`src/rtl/mod_lsu_ctrl.sv`:
```
// Load/store sequencer: decodes funct3/address into a byte-enabled Avalon-style access,
// waits out waitrequest, and returns extended load data with a one-cycle response pulse.
module mod_lsu_ctrl #(
    parameter int unsigned XLEN             = 32,
    parameter int unsigned BYTEENABLE_WIDTH = 4
) (
    input  logic                        clk_i,
    input  logic                        rst_ni,
    input  logic                        req_valid_i,
    output logic                        req_ready_o,
    input  logic                        req_write_i,
    input  logic [2:0]                  funct3_i,
    input  logic [XLEN-1:0]             addr_i,
    input  logic [XLEN-1:0]             wdata_i,
    output logic                        resp_valid_o,
    output logic [XLEN-1:0]             rdata_o,
    output logic                        misaligned_o,
    output logic [XLEN-1:0]             mem_address_o,
    output logic [BYTEENABLE_WIDTH-1:0] mem_byteenable_o,
    output logic                        mem_read_o,
    output logic                        mem_write_o,
    output logic [XLEN-1:0]             mem_writedata_o,
    input  logic                        mem_waitrequest_i,
    input  logic [XLEN-1:0]             mem_readdata_i
);

    localparam logic [2:0] IDLE   = 3'd0;
    localparam logic [2:0] ACCESS = 3'd1;
    localparam logic [2:0] RDATA  = 3'd2;
    localparam logic [2:0] DONE   = 3'd3;
    localparam logic [2:0] ERR    = 3'd4;

    logic [2:0]                  state_q;
    logic                        write_q;
    logic [2:0]                  funct3_q;
    logic [1:0]                  off_q;
    logic                        resp_valid_q;
    logic                        misaligned_q;
    logic [XLEN-1:0]             rdata_q;
    logic [XLEN-1:0]             mem_address_q;
    logic [BYTEENABLE_WIDTH-1:0] mem_byteenable_q;
    logic                        mem_read_q;
    logic                        mem_write_q;
    logic [XLEN-1:0]             mem_writedata_q;

    logic [1:0]                  off;
    logic                        illegal;
    logic                        misaligned;
    logic [BYTEENABLE_WIDTH-1:0] be_dec;
    logic [XLEN-1:0]             wdata_dec;
    logic [XLEN-1:0]             shifted;
    logic [XLEN-1:0]             load_ext;

    assign off = addr_i[1:0];

    always_comb begin
        illegal    = 1'b0;
        misaligned = 1'b0;
        be_dec     = '0;
        wdata_dec  = '0;
        // Loads allow 0,1,2,4,5; stores allow only 0,1,2.
        if (req_write_i) begin
            illegal = funct3_i[2] | (funct3_i[1:0] == 2'b11);
        end else begin
            illegal = (funct3_i[1:0] == 2'b11) | (funct3_i == 3'b110);
        end
        case (funct3_i[1:0])
            2'b00: begin
                be_dec    = BYTEENABLE_WIDTH'(4'b0001) << off;
                wdata_dec = XLEN'(wdata_i[7:0]) << {off, 3'b000};
            end
            2'b01: begin
                be_dec     = BYTEENABLE_WIDTH'(4'b0011) << off;
                wdata_dec  = XLEN'(wdata_i[15:0]) << {off, 3'b000};
                misaligned = (off == 2'b11);
            end
            default: begin
                be_dec     = BYTEENABLE_WIDTH'(4'b1111);
                wdata_dec  = wdata_i;
                misaligned = (off != 2'b00);
            end
        endcase
    end

    always_comb begin
        shifted = mem_readdata_i >> {off_q, 3'b000};
        case (funct3_q)
            3'b000:  load_ext = {{(XLEN-8){shifted[7]}}, shifted[7:0]};
            3'b001:  load_ext = {{(XLEN-16){shifted[15]}}, shifted[15:0]};
            3'b100:  load_ext = {{(XLEN-8){1'b0}}, shifted[7:0]};
            3'b101:  load_ext = {{(XLEN-16){1'b0}}, shifted[15:0]};
            default: load_ext = shifted;
        endcase
    end

    always_ff @(posedge clk_i or negedge rst_ni) begin
        if (!rst_ni) begin
            state_q          <= IDLE;
            write_q          <= 1'b0;
            funct3_q         <= 3'b000;
            off_q            <= 2'b00;
            resp_valid_q     <= 1'b0;
            misaligned_q     <= 1'b0;
            rdata_q          <= '0;
            mem_address_q    <= '0;
            mem_byteenable_q <= '0;
            mem_read_q       <= 1'b0;
            mem_write_q      <= 1'b0;
            mem_writedata_q  <= '0;
        end else begin
            resp_valid_q <= 1'b0;
            misaligned_q <= 1'b0;
            case (state_q)
                IDLE: begin
                    if (req_valid_i) begin
                        write_q  <= req_write_i;
                        funct3_q <= funct3_i;
                        off_q    <= off;
                        rdata_q  <= '0;
                        if (illegal || misaligned) begin
                            state_q <= ERR;
                        end else begin
                            state_q          <= ACCESS;
                            mem_address_q    <= {addr_i[XLEN-1:2], 2'b00};
                            mem_byteenable_q <= be_dec;
                            mem_writedata_q  <= wdata_dec;
                            mem_read_q       <= ~req_write_i;
                            mem_write_q      <= req_write_i;
                        end
                    end
                end
                ACCESS: begin
                    if (!mem_waitrequest_i) begin
                        mem_read_q  <= 1'b0;
                        mem_write_q <= 1'b0;
                        state_q     <= write_q ? DONE : RDATA;
                    end
                end
                RDATA: begin
                    rdata_q <= load_ext;
                    state_q <= DONE;
                end
                DONE: begin
                    resp_valid_q <= 1'b1;
                    state_q      <= IDLE;
                end
                ERR: begin
                    resp_valid_q <= 1'b1;
                    misaligned_q <= 1'b1;
                    rdata_q      <= '0;
                    state_q      <= IDLE;
                end
                default: state_q <= IDLE;
            endcase
        end
    end

    assign req_ready_o      = (state_q == IDLE);
    assign resp_valid_o     = resp_valid_q;
    assign misaligned_o     = misaligned_q;
    assign rdata_o          = rdata_q;
    assign mem_address_o    = mem_address_q;
    assign mem_byteenable_o = mem_byteenable_q;
    assign mem_read_o       = mem_read_q;
    assign mem_write_o      = mem_write_q;
    assign mem_writedata_o  = mem_writedata_q;

endmodule

```
`config.mk`:
```
export PLATFORM = sky130hd
export DESIGN_NAME = mod_lsu_ctrl
export DESIGN_NICKNAME = d
export VERILOG_FILES = /design/src/rtl/mod_lsu_ctrl.sv
export SDC_FILE = /design/constraint.sdc
export NUM_CORES = 1
export LEC_CHECK = 0
export BUFFER_PORTS_ARGS = -buffer_cell sky130_fd_sc_hd__buf_2
export CAP_MARGIN = 0
export CORE_ASPECT_RATIO = 2
export CORE_MARGIN = 5
export CORE_UTILIZATION = 44
export CTS_BUF_LIST = sky130_fd_sc_hd__clkbuf_16
export DETAILED_ROUTE_END_ITERATION = 16
export PLACE_DENSITY = 0.76
export SKIP_CTS_REPAIR_TIMING = 1
export SLEW_MARGIN = 30
export SYNTH_ARGS = -nofsm -noshare
export SYNTH_HDL_FRONTEND = slang
export SYNTH_SLANG_ARGS = --single-unit
```
`constraint.sdc`:
```
create_clock -name clk_i -period 1.75 [get_ports clk_i]
set_input_delay 0.0875 -clock clk_i [delete_from_list [all_inputs] [get_ports clk_i]]
set_output_delay 0.0875 -clock clk_i [all_outputs]
set_load 0.05 [all_outputs]
```
==> flow_summary.toml, run 1 <==
[outcome]
status = "complete, but fails checks"
failed_checks = "negative setup slack"

[global_routing]
top_usage_layer = "met2"
grt_usage_pct = 22.00
overflow = 0
grt_pass1_wl_um = 24590
antenna_found_initial = 0
grtUsageMet1_pct = 24.34
grt_pass1_vias = 4838
use_met3_pct = 4.643
grtUsageMet2_pct = 39.11
grt_max_degree = 102

[logic_synthesis]
synth_edf_count = 0
syn_area_um2 = 5281
ys_async_sr_fraction_pct = 100.0
yosys_warnings = 0
synthFlopType = "dfrtp_1"
ys_types = 42
seq_area_frac_synth_pct = 52.59
synth.avg_cell_area_um2 = 10.80
syn_inst = 489
ys_ff_latch = 111

[sta]
relSlewSlack_pct = 55.60
timing.final.ws_setup_ns = -0.01093
finalHoldViolCount = 0
final-setup-viol-count = 8
clock-skew-final_ns = 0.009308
rsz0062_at_grt = "true"
max_freq_ghz = 0.5679
tns_ns = -0.05223
report.final.slew_viol_count = 0
period_needed_ns = 1.761
period_share_pct = 100.6
worstMarginPinSlew_ns = 0.6647

[finish]
drive_above_1_share_pct = 44.23
syn2layout_area_growth_pct = 40.68
fin_nets = 837
fill_cells = 979
seq_area_um2 = 2779
multi_input_area_um2 = 2377
antenna_cells = 0

[die]
initial_utilization_pct = 44.87
io_pins = 209
num_rows = 56
core_area_um2 = 11770
die_h_um = 164.9
dieArea_um2 = 14430
die_x_um = 87.47

[setup_path]
r2r_start = "off_q[0]"
r2r_setup_slack_ns = -0.01
critPathBufInv = 1
slowest_delay_ns = 0.51
cp_max_fo = 16
crit_type = "flip-flop to flip-flop"
crit-reg2reg-capture = "rdata_o[21]"
worstPathRequired_ns = 2.02
cp_slowest_cell = "mux4_2"
worstRegToRegCells = 5
cpLargestDelayFamily = "multiplexers"
worstSetupStartpointType = "flip-flop"
arrival_ns = 2.03
critPathCaptureType = "flip-flop"
path_cells = "mux2i_2 -> mux4_2 -> nor4_4 -> buf_12 -> a221o_1"

[power_and_ir_drop]
p_comb_share_pct = 58.3
leakage_nw = 3.720
p_int_mw = 7.282
netSwitchingFraction_pct = 51.92
seq_power_share_pct = 29.2
vdd_drop_max_uv = 1540
clockPowerShare_pct = 12.5
power.net_switching_mw = 7.863
powerDensity_nw_per_um2 = 2038
report.power.total_mw = 15.15

[placement]
place_congestion = 1.049
post-dp-hpwl_um = 12500
port_buffers = 206

[routing]
drtIter0Drc = 251
wire_per_inst_um = 20.17
drc_errors = 0
viasPerCell = 5.554
ant_nets = 0
first_pass_iters = 4
vias = 4899
wirelength_um = 17790

[clock_network]
cts.reportedPaths.clkPinSlew_ns = 0.07
cts_tree = "built"
cts.sink_count = 111
cts_buffers = 9
clockBufferDepth = 2
clk_latency_ns = 0.34
cts_root_buf = "clkbuf_16"
cts_max_level = 3

[run]
maxCapViolCount = 0

[min_path]
hold_depth = 3
hold_class = "primary input to flip-flop"
hold_end = "mem_writedata_o[2]"
hp-start = "wdata_i[2]"
==> cell families (layout without fill, tap and decap cells) <==
family | after synthesis | after routing | synth area share [%]
AOI/OAI and AO/OA | 145 | 145 | 18.27
and+or+nand+nor | 121 | 121 | 11.28
DFF | 111 | 111 | 52.59
muxes | 62 | 62 | 13.24
buffers and inverters | 49 | 296 | 4.548
other | 1 | 2 | 0.07101
==> worst max-delay path by stage <==
stage,from,end,slack [ns],depth (start not counted)
after CTS,off_q[0],rdata_o[21],-0.1,5
after global routing,off_q[0],rdata_o[21],-0.11,5
after detailed placement,off_q[0],rdata_o[19],-0.1,5
after floorplan,state_q[1],mem_address_o[10],-0.10,6
final,off_q[0],rdata_o[21],-0.01,5
after global placement,off_q[0],rdata_o[12],-0.03,4
==> Yosys cell counts, types with 2 or more instances <==
| cell | instances | area [um^2] |
|---|---|---|
| nor2b_1 | 12 | 75.07 |
| buf_4 | 2 | 15.01 |
| o21ai_0 | 55 | 275.3 |
| inv_1 | 8 | 30.03 |
| mux2_2 | 43 | 484.2 |
| nor3_1 | 2 | 10.01 |
| a221oi_1 | 10 | 87.58 |
| clkbuf_1 | 24 | 90.09 |
| o21bai_1 | 2 | 15.01 |
| o31ai_1 | 8 | 60.06 |
| a21oi_1 | 20 | 100.1 |
| nand2_1 | 72 | 270.3 |
| nor3b_1 | 3 | 22.52 |
| nor2_1 | 12 | 45.04 |
| o2bb2ai_1 | 7 | 61.31 |
| mux4_2 | 2 | 45.04 |
| buf_2 | 8 | 40.04 |
| or2_2 | 3 | 18.77 |
| mux2i_1 | 17 | 170.2 |
| a22oi_1 | 16 | 120.1 |
| dfrtp_1 | 111 | 2778 |
| a221o_1 | 17 | 170.2 |
| nand2b_1 | 11 | 68.82 |
| a31oi_1 | 2 | 12.51 |
| buf_6 | 5 | 56.30 |
==> metrics by stage <==
stage               setup WS (ns)  hold WS, ns  util [%]  cell area, um^2  std cells
floorplan                 -0.1018      -0.2081         -             5324        490
global route              -0.1096      0.02759     63.12             7430        882
global placement         -0.02632       0.1234     55.76             6564        827
CTS                      -0.09771      -0.2310     58.05             6833        842
finish                   -0.01093      0.02354     63.12             7430        882
detailed placement       -0.09650       0.1398     55.76             6564        827
==> sequential cells by signal, summed over array words and instances, names as in the netlist <==
signal and cells:
mem_writedata_o 32, rdata_o 32, mem_address_o 30, mem_byteenable_o 4, funct3_q 3, state_q 3, off_q 2, mem_read_o 1
mem_write_o 1, misaligned_o 1, resp_valid_o 1, write_q 1
==> cell type report <==
cell class	instances	area share, %
Sequential cell	111	37.40
Multi-Input combinational cell	330	32.00
Timing Repair Buffer	273	24.13
Clock inverter	6	0.5894
Inverter	8	0.4042
Clock buffer	9	3.031
Tap cell	145	2.442
==> routing by layer <==
| metal | wire length [um] | vias up |
|---|---|---|
| met4 | 1010 | 0 |
| met3 | 1143 | 53 |
| met5 | 0 | - |
| met2 | 9412 | 231 |
| li1 | - | 2245 |
| met1 | 6226 | 2370 |
==> cell usage in the layout (no fill, tap or decap), types with 13 or more instances in the layout <==
cell | synthesis | layout
a22oi_1 | 16 | 16
dfrtp_1 | 111 | 110
buf_2 | 8 | 204
buf_4 | 2 | 24
clkbuf_16 | 0 | 13
mux2i_1 | 17 | 15
a21oi_1 | 20 | 20
dlygate4sd3_1 | 0 | 31
o21ai_0 | 55 | 55
a221o_1 | 17 | 17
nand2_1 | 72 | 69
mux2_2 | 43 | 43
==> power groups by stage <==
stage | logic [mW] | clock network (mW) | registers, mW
2_1_floorplan | 2.47 | 0 | 8.15
3_3_place_gp | 8.34 | 0 | 4.37
3_5_place_dp | 8.48 | 0 | 4.45
4_1_cts | 8.50 | 1.97 | 4.40
5_1_grt | 9.24 | 2.05 | 4.56
6_report | 8.83 | 1.89 | 4.42
==> worst register-to-register path: cells and delay by family, from the launching register on <==
kind	cells	cell delay [ns]
multiplexers	2	0.71
AND/OR/NAND/NOR	1	0.20
AO/OA/AOI/OAI	1	0.13
flip-flops	1	0.48
buffers and inverters	1	0.18
No activity file was read; power rests on OpenSTA's default activity.
==> inputs of run 2 (changes only) <==
--- a/config.mk
+++ b/config.mk
@@ -9,10 +9,10 @@
 export CAP_MARGIN = 0
 export CORE_ASPECT_RATIO = 2
 export CORE_MARGIN = 5
-export CORE_UTILIZATION = 44
+export CORE_UTILIZATION = 45
 export CTS_BUF_LIST = sky130_fd_sc_hd__clkbuf_16
 export DETAILED_ROUTE_END_ITERATION = 16
-export PLACE_DENSITY = 0.76
+export PLACE_DENSITY = 0.75
 export SKIP_CTS_REPAIR_TIMING = 1
 export SLEW_MARGIN = 30
 export SYNTH_ARGS = -nofsm -noshare
==> constraint.sdc (replaced) <==
create_clock -name clk_i -period 2.21 [get_ports clk_i]
set_input_delay 0.1105 -clock clk_i [delete_from_list [all_inputs] [get_ports clk_i]]
set_output_delay 0.1105 -clock clk_i [all_outputs]
set_load 0.05 [all_outputs]
==> flow_summary.toml, run 2 (synthesis results as in run 1) <==
[routing]
top_layer_used = "met4"
drtIter0Drc = 165
wirelength_um = 16170
wl_met1_um = 5644
vias = 4708
ant_nets = 0
first_pass_iters = 7
wl_met3_um = 1102
wl_met2_um = 8648
viasPerCell = 5.481
drc_errors = 0
wire_per_inst_um = 18.82

[sta]
period_needed_ns = 1.996
rsz0062_at_grt = "false"
finalHoldViolCount = 1
final-setup-viol-count = 0
report.final.slew_viol_count = 0
max_freq_ghz = 0.5011
worstMarginPinSlew_ns = 0.8861
timing.final.ws_setup_ns = 0.2142
relSlewSlack_pct = 40.80
period_share_pct = 90.31
clock-skew-final_ns = 0.008066
holdWs_ns = -0.004297
tns_ns = 0

[setup_path]
cp_slowest_cell = "nor3b_1"
crit_type = "flip-flop to flip-flop"
worstRegToRegCells = 4
critPathCaptureType = "flip-flop"
arrival_ns = 2.25
crit-reg2reg-capture = "rdata_o[9]"
worstSetupStartpointType = "flip-flop"
r2r_start = "funct3_q[1]"
cp_max_fo = 9
path_cells = "or2_2 -> nor3b_1 -> a21oi_1 -> o21ai_0"
slowest_delay_ns = 0.75
worstPathRequired_ns = 2.47
r2r_setup_slack_ns = 0.21

[power_and_ir_drop]
powerDensity_nw_per_um2 = 1690
leakage_nw = 3.558
vdd_drop_max_uv = 1160

[die]
die_h_um = 163.2
io_pins = 209
initial_utilization_pct = 45.41
core_area_um2 = 11630
dieArea_um2 = 14130
num_rows = 56
die_x_um = 86.61

[clock_network]
cts.reportedPaths.clkPinSlew_ns = 0.07
cts_max_level = 3
clk_latency_ns = 0.35
cts.sink_count = 111
clockBufferDepth = 2
cts_buffers = 9
cts_root_buf = "clkbuf_16"
cts_tree = "built"

[finish]
fin_nets = 813
mostFrequentLayoutCells = "buf_2 (205), dfrtp_1 (111), nand2_1 (72), o21ai_0 (55), mux2_2 (43)"
post-route-util_pct = 60.83
drive_above_1_share_pct = 40.90
antenna_cells = 0
seq_area_um2 = 2778
fill_cells = 980
final_common_cell = "buf_2"
syn2layout_area_growth_pct = 33.97
multi_input_area_um2 = 2288

[min_path]
hold_depth = 2
hp-start = "addr_i[23]"
hold_class = "primary input to flip-flop"
hold_end = "mem_address_o[23]"

[outcome]
status = "complete, but fails checks"
failed_checks = "negative hold slack"

[global_routing]
grt_pass1_vias = 4738
antenna_found_initial = 0
overflow = 0
grt_usage_pct = 22.37
grt_max_degree = 102
grt_pass1_wl_um = 24410

[placement]
place_congestion = 0.9599
dpl_worst_slack_ns = 0.2725
port_buffers = 206
post-dp-hpwl_um = 12170

[run]
maxCapViolCount = 0
-- run 2: cell types whose count changed in the layout (fill, tap and decap cells not counted), moves of 4 or more --
| cell | delta |
|---|---|
| clkbuf_16 | -4 |
| buf_12 | -4 |
| o31ai_2 | -4 |
| o31ai_1 | +7 |
| dlygate4sd3_1 | -5 |
| buf_4 | -8 |
-- run 2: worst max path at each step --
stage | to | cells after the start | start
after floorplan | mem_address_o[10] | 6 | state_q[2]
after global placement | rdata_o[18] | 5 | off_q[0]
after detailed placement | rdata_o[9] | 4 | funct3_q[1]
after CTS | rdata_o[9] | 4 | funct3_q[1]
after global routing | rdata_o[9] | 4 | funct3_q[1]
final | rdata_o[9] | 4 | funct3_q[1]
-- run 2: metrics by stage --
step,std cells,instance area (um^2),power (mW)
6_report,859,7076,11.96
5_1_grt,859,7076,12.53
4_1_cts,833,6815,11.99
3_5_place_dp,817,6464,10.08
3_3_place_gp,817,6464,9.934
2_1_floorplan,490,5285,8.377
-- run 2: final cells by class --
type / instances / area share, %
Tap cell: 145 / 2.564
Inverter: 8 / 0.4244
Sequential cell: 111 / 39.26
Timing Repair Buffer: 249 / 20.44
Multi-Input combinational cell: 330 / 32.34
Clock buffer: 9 / 3.183
Clock inverter: 7 / 1.786
-- run 2: report_power, final --
part,internal [mW],switching [mW]
Combinational,1.76,4.76
Clock,1.13,0.773
Sequential,2.95,0.592
-- run 2: worst max-delay path, delay by kind of cell (launching register included) --
kind	cells	cell delay [ns]
AOI/OAI and AO/OA	2	0.33
DFF	1	0.43
and+or+nand+nor	2	1.15
-- run 2: metal layers --
| metal | global-route usage, % | up-vias |
|---|---|---|
| met4 | 12.41 | 0 |
| met5 | 0 | - |
| met1 | 24.89 | 2243 |
| met3 | 4.089 | 39 |
| li1 | - | 2204 |
| met2 | 39.26 | 222 |
